$ cat src/rtl/alu_operand_fetch.sv
// Operand-fetch / issue stage in front of the 4-bit ALU: register file, scoreboard, registered bundle.
// Optional same-cycle writeback bypass is enabled by defining ALU_OPF_BYPASS_EN.
module alu_operand_fetch #(
  parameter int DW = 4
) (
  input  logic          clk,
  input  logic          rst_n,
  input  logic          in_valid,
  output logic          in_ready,
  input  logic [7:0]    in_instr,
  output logic          out_valid,
  input  logic          out_ready,
  output logic [DW-1:0] out_a,
  output logic [DW-1:0] out_b,
  output logic [1:0]    out_op,
  output logic [1:0]    out_rd,
  input  logic          wb_en,
  input  logic [1:0]    wb_rd,
  input  logic [DW-1:0] wb_data
);

  typedef struct packed {
    logic [1:0] op;
    logic [1:0] rd;
    logic [1:0] rs1;
    logic [1:0] rs2;
  } instr_t;

  instr_t        instr;
  logic [DW-1:0] rf [4];
  logic [3:0]    pend;
  logic [3:0]    pend_next;
  logic [DW-1:0] opnd_a;
  logic [DW-1:0] opnd_b;
  logic          haz_a;
  logic          haz_b;
  logic          hazard;
  logic          accept;

  assign instr = instr_t'(in_instr);

  // NOTE: every always_comb output gets a default first; a path that skips an assignment infers a latch.
  always_comb begin
    opnd_a = rf[instr.rs1];
    opnd_b = rf[instr.rs2];
    haz_a  = pend[instr.rs1];
    haz_b  = pend[instr.rs2];
`ifdef ALU_OPF_BYPASS_EN
    // A result landing this cycle is forwarded and resolves the dependency at once.
    if (wb_en && (wb_rd == instr.rs1)) begin
      opnd_a = wb_data;
      haz_a  = 1'b0;
    end
    if (wb_en && (wb_rd == instr.rs2)) begin
      opnd_b = wb_data;
      haz_b  = 1'b0;
    end
`endif
  end

  assign hazard   = in_valid & (haz_a | haz_b);
  assign in_ready = (~out_valid | out_ready) & ~hazard;
  assign accept   = in_valid & in_ready;

  // Clear first, then set, so a same-index set and clear leaves the bit set.
  always_comb begin
    pend_next = pend;
    if (wb_en)  pend_next[wb_rd]    = 1'b0;
    if (accept) pend_next[instr.rd] = 1'b1;
  end

  // NOTE: the register file is reset because its reset value (R[i] = i) is architecturally visible.
  always_ff @(posedge clk or negedge rst_n) begin
    if (!rst_n) begin
      for (int i = 0; i < 4; i++) rf[i] <= DW'(i);
    end else if (wb_en) begin
      rf[wb_rd] <= wb_data;
    end
  end

  // NOTE: sequential state uses non-blocking assignments so every flop samples pre-edge values.
  always_ff @(posedge clk or negedge rst_n) begin
    if (!rst_n) pend <= '0;
    else        pend <= pend_next;
  end

  always_ff @(posedge clk or negedge rst_n) begin
    if (!rst_n) begin
      out_valid <= 1'b0;
      out_a     <= '0;
      out_b     <= '0;
      out_op    <= '0;
      out_rd    <= '0;
    end else if (accept) begin
      out_valid <= 1'b1;
      out_a     <= opnd_a;
      out_b     <= opnd_b;
      out_op    <= instr.op;
      out_rd    <= instr.rd;
    end else if (out_ready) begin
      out_valid <= 1'b0;
    end
  end

endmodule
$ cat config.mk
export PLATFORM = sky130hd
export DESIGN_NAME = alu_operand_fetch
export DESIGN_NICKNAME = d
export VERILOG_FILES = /design/src/rtl/alu_operand_fetch.sv
export SDC_FILE = /design/constraint.sdc
export NUM_CORES = 1
export LEC_CHECK = 0
export BUFFER_PORTS_ARGS = -buffer_cell sky130_fd_sc_hd__buf_2
export CORE_MARGIN = 1
export CORE_UTILIZATION = 55
export DETAILED_ROUTE_END_ITERATION = 6
export PLACE_DENSITY = 0.8
export SLEW_MARGIN = 25
export SYNTH_ARGS = -nofsm -noshare
export SYNTH_HDL_FRONTEND = slang
export SYNTH_SLANG_ARGS = --single-unit
$ cat constraint.sdc
create_clock -name clk -period 5.12 [get_ports clk]
set_input_delay 1.024 -clock clk [delete_from_list [all_inputs] [get_ports clk]]
set_output_delay 1.024 -clock clk [all_outputs]
set_load 0.02 [all_outputs]
Yosys cells after proc, flatten, opt, wreduce, memory -nomap -nowiden:

Index checks and enable logic that the tools add are counted.

* output and inout port bits: 14
* flip-flop bits (word level): 33
* input bits: 19
* bits in writable memories: 0
* bits in latches: 0
* logic and storage cells: 58
* memories kept: 0
* memory bits (read-only): 0

* eq/ne operators: 0
* bitwise gates (word level): 13
* magnitude comparators: 10
* mux-type cells: 21
* reductions and logical operators: 4
* div/mod/pow operators: 0
* shifts and indexed selects: 0
* multiply operators: 0
* add/sub/neg operators: 0

Operator list (count)
* two-way mux 4 bit: 7
* binary-select mux 4 bit (select 2 bit): 2
* bitwise mux 16 bit: 1
* less-than comparator 2 x 3 -> 1 bit (second input constant): 4
* >= comparator 3 bit (second input constant): 3
* inverter 2 -> 3 bit: 3
* demux 4 bit (select 2 bit): 1
* two-way mux 1 bit: 6
* AND 4 bit: 1
* binary-select mux 1 bit (select 2 bit): 2
* demux 1 bit (select 2 bit): 2
* >= comparator 2 x 1 -> 1 bit (second input constant): 2
* inverter 4 bit: 1
* bitwise OR 4 bit: 1
* AND 1 bit: 3
* logical AND 1 bit: 3
* less-than comparator 3 x 1 -> 1 bit (second input constant): 1
* inverter 1 bit: 2
* bitwise OR 1 bit: 2
* nonzero test 2 bit: 1

Longest topological paths before layout:

Gate-level depths: netlist of the first run.

* depth in word-level cells: 9
* mapped depth: 5
* gate-level depth less buffers: 3

Worst setup path after synthesis of the first run:

OpenSTA, ideal clock, no wires.

* kind: input -> output
* start: input in_instr[0]
* end: output in_ready
* path slack: 1935 ps
* data arrival time: 2161 ps
* data required time: 4096 ps
* path buffers: 1
* stages: 4
* cell sequence: buf_4 mux4_2 o21a_1 nor2_1

* cells in the longest elaborated chain, start to end: 6

Ends and longest elaborated chain
* from (decl): RTL line 10 `input logic [7:0] in_instr,`
* binary-select mux 1 bit (select 2 bit): RTL line 47 `haz_b = pend[instr.rs2];`
* two-way mux 1 bit (not written as such): RTL line 47
* bitwise OR 1 bit: RTL line 61 `assign hazard = in_valid & (haz_a | haz_b);`
* AND 1 bit: RTL line 61
* inverter 1 bit: RTL line 62 `assign in_ready = (~out_valid | out_ready) & ~hazard;`
* AND 1 bit: RTL line 62
* to (decl): RTL line 9 `output logic in_ready,`

Every way passes these cells. The select of a mux whose other input is x is not followed.

Worst setup path in the final report of the first run:

* start: input in_instr[2]
* end: output in_ready

* cells in the longest elaborated chain, start to end: 6

Ends and longest elaborated chain
* binary-select mux 1 bit (select 2 bit): RTL line 46 `haz_a = pend[instr.rs1];`
* two-way mux 1 bit (not written as such): RTL line 46
* bitwise OR 1 bit: RTL line 61
* AND 1 bit: RTL line 61
* inverter 1 bit: RTL line 62
* AND 1 bit: RTL line 62

Every way passes these cells. The select of a mux whose other input is x is not followed.

==> impl_metrics.yaml, run 1 <==
place:
  placedCellCount: 149
  gp_congestion: 0.768
  port_buffers: 32
  place_hpwl_mm: 2.15
drt:
  drt_iter0_drc: 25
  finalWirelength_mm: 2.97
  ant_nets: 0
  avgRoutedWirePerCell_um: 18.8
  dr.pass1.iters: 4
  drc: 0
  via_count: 953
  viasPerCell: 6.03
sta:
  rsz0062_at_grt: "false"
  max_freq_ghz: 0.311
  maxSlewViolCount: 0
  fin_tns_setup_ns: 0
  hold_viol_final: 0
  post-route-period-util: 0.629
  finalSetupViolations: 0
  period_needed_ns: 3.22
  tightest_slew_ns: 0.839
  slew_headroom: 0.439
  fin_skew_ns: 0.00808
clocking:
  cts.sinks: 33
  cts_resized: 0
  clockBufferDepth: 2
  ctsHoldBuffers: 0
  insertion_delay_ns: 0.34
  cts_tree: "done"
  clk_pin_slew_ns: 0.10
  clockRootBuffer: "clkbuf_4"
  numCtsBuffers: 5
  cts_setup_buffers: 0
  cts_max_level: 2
worst_hold_path:
  hp-class: "reg -> reg"
  worstHoldEndpoint: "out_rd[1]"
  hold_path_depth: 1
  min_from: "out_rd[1]"
global_route:
  grt_pass1_vias: 1039
  track_usage: 0.225
  grt_pass1_wl_mm: 5.06
  grt_max_degree: 34
  antenna_found_initial: 0
  gr-total-overflow: 0
critical_path:
  reg2regPathDepth: 4
  crit_type: "in -> out"
  worst-r2r-setup-slack_ns: 2.94
  critPathRequiredTime_ns: 4.10
  r2r-start: "pend[3]"
  cp_max_fo: 5
  cp.arrival_ns: 2.19
  setup.worst_path.end_class: "output pin"
  reg2reg_to: "out_a[3]"
  start_kind: "primary input"
synthesis:
  netlist_area_sq_um: 1560
  syn_area_per_cell_sq_um: 17.4
  synth_cell_types: 18
  synthCells: 90
  ys_seq_elements: 33
  syn_nets: 109
  yosys_warnings: 0
  seq_area_frac_synth: 0.531
power_and_ir_drop:
  p_leak_nw: 0.816
  powerDensity_nw_per_um2: 511
  peakVddDrop_mv: 0.383
layout:
  drive_gt1_frac: 0.625
  area.growth.synth_to_final_pct: 15.0
  finalNetCount: 146
  n_antenna_cell: 0
  num-fill-cells: 186
  fin_cells: 158
outcome:
  outcome: "completed"
floorplan:
  coreArea_sq_um: 2590
  rows: 18
  start_util: 0.604
  dieArea_sq_um: 3060
  die_w_um: 55.3
  chipHeight_um: 55.3
  ios: 33
flow_run:
  maxCapViolations: 0
==> layout make-up <==
cell class / instances / area [sq um] / area share
Sequential cell: 33 / 831 / 0.462
Tap cell: 30 / 37.5 / 0.0209
Clock buffer: 8 / 58.8 / 0.0327
Multi-Input combinational cell: 51 / 692 / 0.385
Inverter: 3 / 11.3 / 0.00626
Timing Repair Buffer: 33 / 168 / 0.0933
==> cell usage in the layout, fill, tap and decap left out, types with 2 or more instances in the layout <==
cell type,instances
dfstp_2,4
mux4_1,4
clkbuf_4,5
mux4_2,6
inv_1,3
buf_2,32
a32o_1,4
clkbuf_1,2
nand3b_1,2
mux2_4,5
mux2_2,23
dfrtp_1,29
==> worst max-delay path by stage <==
stage                     slack [ns]   endpoint         from  depth (start not counted)
after floorplan                 1.94   in_ready  in_instr[0]                          4
after global placement          1.89   in_ready  in_instr[0]                          5
after detailed placement        1.82  out_op[1]  in_instr[2]                          4
after CTS                       1.90   in_ready  in_instr[0]                          5
after global routing            1.82   in_ready  in_instr[0]                          5
final                           1.90   in_ready  in_instr[2]                          5
==> sequential cells by signal, summed over array words and instances (netlist names) <==
name	flops
out_a	4
out_op	2
rf	16
out_b	4
out_valid	1
out_rd	2
pend	4
==> power by group <==
| part | switching [mW] | total [mW] | internal [mW] |
|---|---|---|---|
| Combinational | 0.170 | 0.355 | 0.185 |
| Clock | 0.0855 | 0.153 | 0.0677 |
| Sequential | 0.0557 | 0.411 | 0.355 |
| Total | 0.311 | 0.919 | 0.608 |
==> logic make-up (layout without fill, tap and decap cells) <==
family                 count (synthesis)  in the layout  synth area share
AO/OA/AOI/OAI                          5              5            0.0304
buffers and inverters                  6             44            0.0264
AND/OR/NAND/NOR                        8              8            0.0448
flip-flops                            33             33             0.531
multiplexers                          38             38             0.367
==> worst max-delay path: stages <==
cell	delay, ns
buf_2	0.17
mux4_2	0.57
o21a_1	0.20
nor2_1	0.07
buf_2	0.16
==> through the flow <==
| stage | total power [mW] | util | instance area, sq um | hold WS (ns) | setup WS (ns) |
|---|---|---|---|---|---|
| after CTS | 0.924 | 0.691 | 1790 | 0.515 | 1.90 |
| final | 0.919 | 0.694 | 1800 | 0.512 | 1.90 |
| after floorplan | 0.664 | - | 1560 | 0.477 | 1.94 |
| after global routing | 0.969 | 0.694 | 1800 | 0.537 | 1.82 |
| after detailed placement | 0.771 | 0.669 | 1730 | 0.492 | 1.82 |
| after global placement | 0.750 | 0.669 | 1730 | 0.486 | 1.89 |
==> per-layer routing <==
layer  global-route usage  wire length (um)  up-vias
met5                    0                 0        -
met4                0.150                83        0
met3               0.0562               157        9
met2                0.363              1510       31
met1                0.264              1220      485
li1                     -                 -      428
==> cell usage after synthesis, drive strengths merged <==
master / count / area share
nand3b: 2 / 0.0096
or2: 1 / 0.0040
nor4b: 1 / 0.015
mux4: 10 / 0.15
nor2: 1 / 0.0024
a32o: 4 / 0.026
mux2: 28 / 0.21
buf: 3 / 0.019
dfrtp: 29 / 0.46
nor3b: 1 / 0.0048
and2b: 1 / 0.0056
dfstp: 4 / 0.067
nand3: 1 / 0.0032
inv: 3 / 0.0072
o21a: 1 / 0.0048
(Power assumes the default switching activity.)
==> inputs of run 2 (changes only) <==
--- a/config.mk
+++ b/config.mk
@@ -5,11 +5,12 @@
 export SDC_FILE = /design/constraint.sdc
 export NUM_CORES = 1
 export LEC_CHECK = 0
+export ABC_AREA = 1
 export BUFFER_PORTS_ARGS = -buffer_cell sky130_fd_sc_hd__buf_2
 export CORE_MARGIN = 1
-export CORE_UTILIZATION = 55
+export CORE_UTILIZATION = 49
 export DETAILED_ROUTE_END_ITERATION = 6
-export PLACE_DENSITY = 0.8
+export PLACE_DENSITY = 0.75
 export SLEW_MARGIN = 25
 export SYNTH_ARGS = -nofsm -noshare
 export SYNTH_HDL_FRONTEND = slang
==> constraint.sdc (replaced) <==
create_clock -name clk -period 2.6 [get_ports clk]
set_input_delay 0.52 -clock clk [delete_from_list [all_inputs] [get_ports clk]]
set_output_delay 0.52 -clock clk [all_outputs]
set_load 0.02 [all_outputs]
==> run 2 against run 1 <==
- non-clock buffer count shrank 1
- clock skew shrank 0.0025 ns
- first-iteration DRC count grew to 2.6 times the previous value
- routed wire length grew 23%
- sequential share of layout area shrank 4.2 points
- synthesized area grew 12%
- clock-buffer cell count shrank 1
- cell count grew 86%
==> impl_metrics.yaml, run 2 <==
layout:
  finalNetCount: 266
  drive_gt1_frac: 0.226
  n_antenna_cell: 0
  largest_reg_flops: 16
  area.growth.synth_to_final_pct: 12.6
  num-fill-cells: 312
  final_util: 0.584
  mostFrequentLayoutCell: "nand2_1"
  regMostFlops: "rf"
  layout_common_cells: "84 x nand2_1, 32 x buf_2, 29 x dfrtp_1, 22 x inv_1, 19 x o21ai_0"
drt:
  via_count: 1511
  drc: 0
  avgRoutedWirePerCell_um: 12.4
  viasPerCell: 5.14
  ant_nets: 0
  finalWirelength_mm: 3.64
  drt_iter0_drc: 64
  dr.pass1.iters: 4
sta:
  maxSlewViolCount: 0
  setup_ws_ns: 0.576
  max_freq_ghz: 0.494
  hold_viol_final: 0
  rsz0062_at_grt: "false"
  period_needed_ns: 2.02
  fin_tns_setup_ns: 0
  finalSetupViolations: 0
  fin_skew_ns: 0.00557
  tightest_slew_ns: 0.719
  slew_headroom: 0.520
  post-route-period-util: 0.778
synthesis:
  ys_seq_elements: 33
  netlist_area_sq_um: 1760
  syn_nets: 236
  synth-edff-count: 0
  synth.area.top_cells: "dfrtp_1 41%, nand2_1 18%, o211ai_1 6.8%"
  synthCells: 217
  async_flop_share: 1.00
  seq_area_frac_synth: 0.473
  syn_area_per_cell_sq_um: 8.10
  yosys.area.top_type_share: 0.413
  synth_top_cell_by_area: "dfrtp_1"
  yosysMostFrequentCell: "nand2_1"
  synth_top_flop_cell: "dfrtp_1"
  synth_common_cells: "84 x nand2_1, 29 x dfrtp_1, 22 x inv_1"
  yosys_warnings: 0
  synth_cell_types: 19
global_route:
  grt_pass1_wl_mm: 5.93
  gr-total-overflow: 0
  grt_max_degree: 34
  grt_pass1_vias: 1224
  antenna_found_initial: 0
  track_usage: 0.222
clocking:
  cts_setup_buffers: 0
  cts.sinks: 33
  cts_max_level: 2
  clockBufferDepth: 2
  numCtsBuffers: 5
  cts_resized: 0
  clk_pin_slew_ns: 0.10
  ctsHoldBuffers: 0
  cts_tree: "done"
  insertion_delay_ns: 0.34
  clockRootBuffer: "clkbuf_4"
critical_path:
  start_kind: "primary input"
  cp_max_fo: 19
  crit_type: "in -> out"
  cp.arrival_ns: 1.50
  critPathRequiredTime_ns: 2.08
  setup.worst_path.end_class: "output pin"
power_and_ir_drop:
  power_mw: 1.78
  peakVddDrop_mv: 0.419
  powerDensity_nw_per_um2: 900
  p_leak_nw: 1.08
worst_hold_path:
  hp-class: "in -> async"
floorplan:
  chipHeight_um: 61.9
  die_w_um: 61.9
  rows: 21
  coreArea_sq_um: 3390
  dieArea_sq_um: 3830
  ios: 33
  start_util: 0.518
place:
  port_buffers: 32
  place_hpwl_mm: 2.54
  pre_cts_ws_ns: 0.570
  gp_congestion: 0.846
flow_run:
  maxCapViolations: 0
outcome:
  outcome: "completed"
run 2: stage by stage:
stage          instances  hold slack [ns]  cell area (sq um)
4_1_cts              294            0.238               1980
5_1_grt              294            0.250               1980
3_5_place_dp         286            0.462               1910
2_1_floorplan        217            0.224               1760
6_report             294            0.220               1980
3_3_place_gp         286            0.460               1910
run 2: area by class of cell:
cell class                 count  area (sq um)  share of cell area
clock buffer                   7          65.1              0.0329
clock inverter                 1          5.00             0.00253
inverter                      25          96.3              0.0487
multi-input combinational    150           763               0.386
sequential                    33           831               0.420
tap                           46          57.6              0.0291
timing repair buffer          32           160              0.0810
run 2: cell families after synthesis:
logic type	share of synthesized area
and+or+nand+nor	0.308
AOI/OAI and AO/OA	0.127
DFF	0.473
buffers and inverters	0.0926
run 2: worst paths after layout:
kind,startpoint,endpoint,slack [ns],cells after the start
setup reg to reg,out_valid,out_b[2],1.31,4
max in group asynchronous,rst_n,out_rd[1],1.92,1
hold / removal,rst_n,rf[13],0.22,1
setup / recovery,in_instr[0],in_ready,0.58,8
min in group clk,in_instr[7],out_op[1],0.42,3
hold reg to reg,out_b[0],out_b[0],0.48,2
run 2: critical path, cell delays in order:
cell and delay, ns:
buf_2 0.27, inv_2 0.06, nand2_1 0.07, nand3_2 0.08, nand2_4 0.11, nand2_4 0.06
a21boi_0 0.14, buf_2 0.18
run 2: per-layer routing:
metal  vias up  GRT usage  wire length [um]
li1        783          -                 -
met4         0     0.0698                46
met5         -          0                 0
met2        40      0.298              1650
met3         6     0.0745               165
met1       682      0.335              1780
run 2: where the power goes:
group          switching, mW  total [mW]  internal, mW
sequential            0.0991       0.784         0.684
clock                  0.174       0.331         0.157
combinational          0.441       0.667         0.226
